## src/rtl/ucsbece154_icache_refill.sv

```systemverilog
// ucsbece154_icache_refill
//
// Instruction-cache line refill engine. On a miss it issues one burst read
// for the block containing the missing instruction, collects BLOCK_WORDS
// words from memory (tolerating gaps between them) and presents the
// finished line for one cycle.
//
// Optional feature macro: UCSBECE154_REFILL_FORWARD_EN
//   When defined, the word at the missing instruction's offset is forwarded
//   combinationally on EarlyValid/EarlyWord as it arrives.
//   When undefined, EarlyValid and EarlyWord are tied to 0.
//
// Parameters:
//   BLOCK_WORDS  words per cache line and per memory burst (power of two, 2..16)
//
// Ports:
//   clk          single clock, rising edge
//   reset        synchronous, active-high reset
//   MissReq      line fill request from the cache (sampled only in IDLE)
//   MissAddress  byte address of the missing instruction
//   Busy         high whenever the engine is not IDLE
//   ReadRequest  one-cycle burst request to instruction memory
//   ReadAddress  block-aligned burst start address (stable through the burst)
//   DataIn       burst word from memory
//   DataReady    DataIn is valid this cycle
//   LineValid    one-cycle pulse, completed line available
//   LineAddress  block-aligned address of the completed line
//   LineData     completed line, word i at bits [32*i+31:32*i]
//   EarlyValid   critical word is on EarlyWord this cycle
//   EarlyWord    critical word forward
//   DebugState   current FSM state (0 IDLE, 1 REQ, 2 RECV, 3 DONE)
//
// Handshake: ReadRequest is a single-cycle command with no ready; memory
// answers with BLOCK_WORDS cycles of DataReady=1, in order, with any number
// of idle cycles between them. Each DataReady=1 cycle in RECV transfers
// exactly one word; DataReady outside RECV is ignored.

module ucsbece154_icache_refill #(
    parameter int BLOCK_WORDS = 4
) (
    input  logic                       clk,
    input  logic                       reset,
    input  logic                       MissReq,
    input  logic [31:0]                MissAddress,
    output logic                       Busy,
    output logic                       ReadRequest,
    output logic [31:0]                ReadAddress,
    input  logic [31:0]                DataIn,
    input  logic                       DataReady,
    output logic                       LineValid,
    output logic [31:0]                LineAddress,
    output logic [32*BLOCK_WORDS-1:0]  LineData,
    output logic                       EarlyValid,
    output logic [31:0]                EarlyWord,
    output logic [1:0]                 DebugState
);

    localparam int                OFF_W      = $clog2(BLOCK_WORDS);
    localparam logic [31:0]       BLOCK_MASK = 32'(BLOCK_WORDS * 4 - 1);
    localparam logic [OFF_W-1:0]  LAST_WORD  = OFF_W'(BLOCK_WORDS - 1);

    typedef enum logic [1:0] {
        S_IDLE = 2'd0,
        S_REQ  = 2'd1,
        S_RECV = 2'd2,
        S_DONE = 2'd3
    } state_t;

    state_t                      r_state;
    logic [OFF_W-1:0]            r_cnt;
    logic [31:0]                 r_addr;
    logic [31:0]                 r_line_addr;
    logic [32*BLOCK_WORDS-1:0]   r_line;

    logic [31:0]                 w_block_addr;

    assign w_block_addr = MissAddress & ~BLOCK_MASK;

`ifdef UCSBECE154_REFILL_FORWARD_EN
    logic [OFF_W-1:0]            r_crit;
    logic [OFF_W-1:0]            w_offset;

    assign w_offset = MissAddress[OFF_W+1:2];
`endif

    always_ff @(posedge clk) begin
        if (reset) begin
            r_state     <= S_IDLE;
            r_cnt       <= '0;
            r_addr      <= '0;
            r_line_addr <= '0;
            r_line      <= '0;
`ifdef UCSBECE154_REFILL_FORWARD_EN
            r_crit      <= '0;
`endif
        end else begin
            case (r_state)
                S_IDLE: begin
                    if (MissReq) begin
                        r_addr  <= w_block_addr;
`ifdef UCSBECE154_REFILL_FORWARD_EN
                        r_crit  <= w_offset;
`endif
                        r_state <= S_REQ;
                    end
                end
                S_REQ: begin
                    r_cnt   <= '0;
                    r_state <= S_RECV;
                end
                S_RECV: begin
                    if (DataReady) begin
                        // {r_cnt, 5'd0} is the bit offset of word r_cnt.
                        r_line[{r_cnt, 5'd0} +: 32] <= DataIn;
                        r_cnt <= r_cnt + OFF_W'(1);
                        if (r_cnt == LAST_WORD) begin
                            // Line address only moves when a line completes,
                            // so it stays paired with the data it describes.
                            r_line_addr <= r_addr;
                            r_state     <= S_DONE;
                        end
                    end
                end
                S_DONE: begin
                    r_state <= S_IDLE;
                end
                default: begin
                    r_state <= S_IDLE;
                end
            endcase
        end
    end

    assign Busy        = (r_state != S_IDLE);
    assign ReadRequest = (r_state == S_REQ);
    assign ReadAddress = r_addr;
    assign LineValid   = (r_state == S_DONE);
    assign LineAddress = r_line_addr;
    assign LineData    = r_line;
    assign DebugState  = r_state;

`ifdef UCSBECE154_REFILL_FORWARD_EN
    assign EarlyValid = (r_state == S_RECV) && DataReady && (r_cnt == r_crit);
    assign EarlyWord  = DataIn;
`else
    assign EarlyValid = 1'b0;
    assign EarlyWord  = 32'd0;
`endif

endmodule
```

## config.mk

```make
export PLATFORM = sky130hd
export DESIGN_NAME = ucsbece154_icache_refill
export DESIGN_NICKNAME = d
export VERILOG_FILES = /design/src/rtl/ucsbece154_icache_refill.sv
export SDC_FILE = /design/constraint.sdc
export NUM_CORES = 1
export LEC_CHECK = 0
export CAP_MARGIN = 20
export CORE_UTILIZATION = 46
export CTS_CLUSTER_SIZE = 12
export DETAILED_ROUTE_END_ITERATION = 10
export PLACE_DENSITY = 0.85
export SKIP_LAST_GASP = 1
export SLEW_MARGIN = 20
export SYNTH_ARGS = -nofsm -noshare
export SYNTH_HDL_FRONTEND = slang
export SYNTH_SLANG_ARGS = --single-unit
```

## constraint.sdc

```tcl
create_clock -name clk -period 5.5 [get_ports clk]
set_clock_uncertainty 0.1 [all_clocks]
set_input_delay 1.1 -clock clk [delete_from_list [all_inputs] [get_ports clk]]
set_output_delay 1.1 -clock clk [all_outputs]
set_load 0.01 [all_outputs]
```

==> out/qor.yml, run 1 <==
placed_area_um2: 9560
final_common_cell: "clkdlybuf4s50_1"
routed_wl_um: 21300
ys_seq_area_share_pct: 52.7
vdd_ir_drop_max_mv: 0.208
hp-class: "register to register"
cts_root_buf: "clkbuf_16"
swShare_pct: 26.9
p_leak_nw: 3.71
dr_wl_met3_um: 1970
hold_violations: 0
vias: 6577
cts.sinks: 188
clk_path_buf_depth: 2
layout_common_cells: "251 x clkdlybuf4s50_1, 188 x dfxtp_1, 180 x nand2_1, 121 x a21oi_1, 69 x nand3_1"
cp_num_buf_inv: 3
p_seq_share_pct: 46.9
worst-path-max-fanout: 33
n_antenna_cell: 0
clk_latency_ps: 430
fin_crit_sh_pct: 57.8
status: "completed"
grtUsageTotal_pct: 26.4
rsz0062_at_grt: "false"
die-area_um2: 16000
finalMaxSlewViolations: 0
max_stage_delay_ps: 670
rows: 45
cts_hold_buffers: 0
grt_pass1_wl_um: 32900
cts_buffers: 17
drive_above_1_share_pct: 5.56
max_freq_mhz: 314
worst_path_max_delay_cell: "clkdlybuf4s50_1"
clk_pin_slew_ps: 70
crit_family: "buffers and inverters"
drc_errors: 0
synthDistinctLibCells: 32
cap_violations: 0
initial_utilization_pct: 47.1
syn-instance-count: 798
fin_area_um2: 10100
cts_tree: "built"
hpwl_um: 13900
slew_headroom_pct: 25.6
fillers: 1208
firstDrtPassIters: 5
antenna_found_initial: 0
met2_length_um: 10500
cp_cell_sequence: "clkdlybuf4s50_1 > nand3_1 > buf_4 > nor4_4 > buf_4 > a32o_1"
ios: 298
cp_data_required_time_ps: 5770
syn_area_um2: 7140
port_buffers: 252
area_delta_synth_final_pct: 41.8
crit_path_end_kind: "register"
ant_nets: 0
ys.warnings.count: 0
period_minus_slack_ps: 3180
fin_setup_tns_ps: 0
p_sw_w: 0.000845
pwr-share-comb_pct: 16.5
p_int_w: 0.00230
setup_viol_count_final: 0
top_layer_used: "met4"
cp_common_cell: "buf_4"
die_h_um: 127
synth-seq-cells: 188
p_clk_share_pct: 36.6
fp.coreArea_um2: 15100
startpoint_type: "input port"
path_class: "input port to register"
overflow: 0
finalNetCount: 1093
gp_congestion: 0.789
wire_per_inst_um: 17.6
power_density_nw_per_um2: 310
cts_max_level: 4
tightest_slew_ps: 1120
grt_pass1_vias: 6082
viasPerCell: 5.42
ctsResizeCount: 0
post_cts_buffers: 0
die_w_um: 127
wl_met1_um: 8370
grt_max_degree: 106
arrival_ps: 3450
syn_area_per_cell_um2: 8.94
drtIter0Drc: 390
-- power groups by stage --
stage | combinational, W | clock (W) | sequential, W
6_report | 0.000519 | 0.00115 | 0.00147
5_1_grt | 0.000562 | 0.00122 | 0.00148
4_1_cts | 0.000521 | 0.00116 | 0.00147
3_5_place_dp | 0.000518 | 0 | 0.00150
3_3_place_gp | 0.000511 | 0 | 0.00150
2_1_floorplan | 0.000253 | 0 | 0.00152
-- final timing paths --
kind,endpoint,slack (ps),cells after the start,from
worst min-delay path,LineAddress[4],350,2,LineAddress[4]
worst max-delay path,LineData[12],2320,6,DataReady
worst max register to register,LineData[62],2760,6,r_cnt[0]
worst min register to register,LineAddress[4],350,2,LineAddress[4]
-- stage by stage --
stage	total power (W)	hold WS (ps)	setup slack (ps)	std cells	util, %
5_1_grt	0.00326	370	2210	1214	66.8
4_1_cts	0.00315	352	2340	1213	66.7
2_1_floorplan	0.00178	376	3150	838	-
3_5_place_dp	0.00202	344	1890	1182	63.1
3_3_place_gp	0.00201	337	1950	1181	63.0
6_report	0.00314	351	2320	1214	66.8
-- logic make-up (layout without fill, tap and decap cells) --
kind of cell             after synthesis  in the layout  synth area share (%)
AO/OA/AOI/OAI                        187            187                  17.3
adder cells (fa/ha/maj)               11             11                  1.93
buffers and inverters                113            301                  8.64
flip-flops                           188            188                  52.7
multiplexers                           2              2                 0.281
other                                  1             41                0.0525
AND/OR/NAND/NOR                      296            296                  19.1
-- cell usage after synthesis, drive strengths merged --
library cell	number	area share [%]
inv	6	0.32
and2	1	0.088
nor4bb	1	0.14
clkbuf	42	2.2
a31o	27	3.3
nor4b	1	0.21
dfxtp	188	53
nor2	3	0.39
conb	1	0.053
or3b	1	0.12
buf	65	6.1
nand3	69	4.8
ha	11	1.9
or4b	1	0.19
nor2b	3	0.26
a32oi	1	0.12
and3b	1	0.12
mux2i	2	0.28
nor3	1	0.070
nand2	180	9.5
or4	1	0.11
a32o	37	5.2
o211a	1	0.14
nand2b	1	0.088
a21oi	121	8.5
nor4	1	0.30
and3	31	2.7
-- layer usage --
| layer | vias to the layer above | track usage (%) |
|---|---|---|
| met2 | 289 | 44.6 |
| met4 | 0 | 10.9 |
| met3 | 39 | 9.70 |
| li1 | 3117 | - |
| met5 | - | 0 |
| met1 | 3132 | 30.2 |
-- sequential cells by signal (all words and copies together), names as in the netlist --
| signal | cells |
|---|---|
| LineData | 128 |
| r_cnt | 2 |
| ReadAddress | 28 |
| LineAddress | 28 |
| DebugState | 2 |
-- area by class of cell --
class | count | area (um2) | share of cell area (%)
Clock inverter | 10 | 92.6 | 0.915
Multi-Input combinational cell | 537 | 2930 | 29.0
Tap cell | 188 | 235 | 2.32
Sequential cell | 188 | 3760 | 37.2
Clock buffer | 21 | 450 | 4.45
Timing Repair Buffer | 264 | 2630 | 25.9
Inverter | 6 | 22.5 | 0.222
-- tightest hold or removal path, delay by kind of cell, from the launching register on --
kind / cells / cell delay [ps]
AO/OA/AOI/OAI: 1 / 50
flip-flops: 1 / 300
AND/OR/NAND/NOR: 1 / 50
No activity file was read; power rests on OpenSTA's default activity.
==> run 2, diff against run 1 <==
--- a/config.mk
+++ b/config.mk
@@ -6,10 +6,10 @@
 export NUM_CORES = 1
 export LEC_CHECK = 0
 export CAP_MARGIN = 20
-export CORE_UTILIZATION = 46
+export CORE_UTILIZATION = 39
 export CTS_CLUSTER_SIZE = 12
 export DETAILED_ROUTE_END_ITERATION = 10
-export PLACE_DENSITY = 0.85
+export PLACE_DENSITY = 0.77
 export SKIP_LAST_GASP = 1
 export SLEW_MARGIN = 20
 export SYNTH_ARGS = -nofsm -noshare
==> constraint.sdc (replaced) <==
create_clock -name clk -period 2.6 [get_ports clk]
set_clock_uncertainty 0.1 [all_clocks]
set_input_delay 0.52 -clock clk [delete_from_list [all_inputs] [get_ports clk]]
set_output_delay 0.52 -clock clk [all_outputs]
set_load 0.01 [all_outputs]
==> run 2 against run 1 <==
Compared with the run above: global-route usage down 3.8 points; clock-buffer cell count unchanged; setup slack worse by 2200 ps; critical path depth down 2; first-iteration DRC count down 15%; die area grew 18%; combinational power rose by 110%; sequential power up 110%; clock power increased by 130%; power increased by 120%; via count fell by 1.8%; sequential share of layout area shrank 0.75 points; largest cell class unchanged.
==> out/qor.yml, run 2 (synthesized netlist as in run 1, its figures left out) <==
grt_pass1_wl_um: 32400
fin_area_um2: 10300
clk_pin_slew_ps: 70
layout_common_cells: "251 x clkdlybuf4s50_1, 188 x dfxtp_1, 180 x nand2_1, 121 x a21oi_1, 69 x nand3_1"
die_w_um: 137
finalNetCount: 1103
path_class: "register to output pin"
tightest_slew_ps: 1090
startpoint_type: "register"
p_leak_nw: 3.80
cts_max_level: 4
area_delta_synth_final_pct: 44.7
drtIter0Drc: 331
fp.coreArea_um2: 18000
worst_slack_ps: 162
clk_latency_ps: 420
die-area_um2: 18800
drc_errors: 0
cts_buffers: 17
cts_hold_buffers: 0
routed_wl_um: 21400
rsz0062_at_grt: "false"
n_antenna_cell: 0
r2r.worst_path.cells: 5
arrival_ps: 1820
viasPerCell: 5.10
ios: 298
slew_headroom_pct: 27.2
ctsResizeCount: 0
firstDrtPassIters: 5
initial_utilization_pct: 39.7
period_minus_slack_ps: 2440
holdPathStages: 2
wire_per_inst_um: 16.9
holdWs_ps: 350
clk_path_buf_depth: 2
hold_violations: 0
grt_max_degree: 68
vdd_ir_drop_max_mv: 0.490
cts_root_buf: "clkbuf_16"
grtUsageTotal_pct: 22.6
placedCellCount: 1234
cap_violations: 0
setup_viol_count_final: 0
cts.sinks: 188
cts_tree: "built"
max_freq_mhz: 410
port_buffers: 252
vias: 6461
preCtsSetupSlack_ps: 237
overflow: 0
rows: 49
largest_reg_flops: 128
worst-path-max-fanout: 5
hp-class: "register to register"
placed_area_um2: 9730
fin_crit_sh_pct: 93.8
fin_setup_tns_ps: 0
antenna_found_initial: 0
crit_path_end_kind: "output pin"
gp_congestion: 0.822
final_cells: 1266
drive_above_1_share_pct: 6.65
power_density_nw_per_um2: 662
ant_nets: 0
cp_data_required_time_ps: 1980
final_common_cell: "clkdlybuf4s50_1"
post_cts_buffers: 0
die_h_um: 137
finalMaxSlewViolations: 0
status: "completed"
hpwl_um: 14400
grt_pass1_vias: 5945
run 2: cell types whose count changed in the layout (fill, tap and decap cells not counted), moves of 2 or more:
cell,previous run,this run
clkbuf_8,1,4
clkbuf_1,3,0
buf_4,11,20
clkinv_2,4,1
buf_12,0,3
buf_8,2,0
inv_6,1,5
run 2: report_power, final:
group / internal [W] / total [W] / switching [W]
logic: 0.000521 / 0.00111 / 0.000594
clock network: 0.00146 / 0.00262 / 0.00116
registers: 0.00301 / 0.00311 / 0.0000958
total: 0.00499 / 0.00684 / 0.00185
run 2: critical path, cell delays in order (launching register included):
cell	delay [ps]
dfxtp_1	420
inv_1	120
ha_1	250
inv_1	60
clkdlybuf4s50_1	540
run 2: path summary, 6_finish.rpt:
kind / slack, ps / end / from
setup reg to reg: 410 / LineData[122] / r_cnt[1]
hold / removal: 350 / LineData[60] / LineData[60]
hold reg to reg: 350 / LineData[60] / LineData[60]
setup / recovery: 160 / Busy / DebugState[0]
run 2: cell type report:
cell class,count,area (um2)
clock buffer,21,480
clock inverter,11,124
fill,1580,7630
inverter,6,22.5
multi-input combinational,537,2930
sequential,188,3760
tap,229,287
timing repair buffer,274,2720
run 2: routing by layer:
layer,GRT usage (%),vias to the layer above,part of all wire [%]
li1,-,3126,-
met5,0,-,0
met1,25.9,3028,39
met2,38.1,270,49
met4,8.97,0,2.3
met3,7.95,37,9.3
run 2: stage by stage:
step                      util [%]  total power, W
after floorplan                  -         0.00376
after global placement        54.1         0.00428
after detailed placement      54.1         0.00430
after CTS                     57.5         0.00691
after global routing          57.5         0.00716
final                         57.5         0.00684
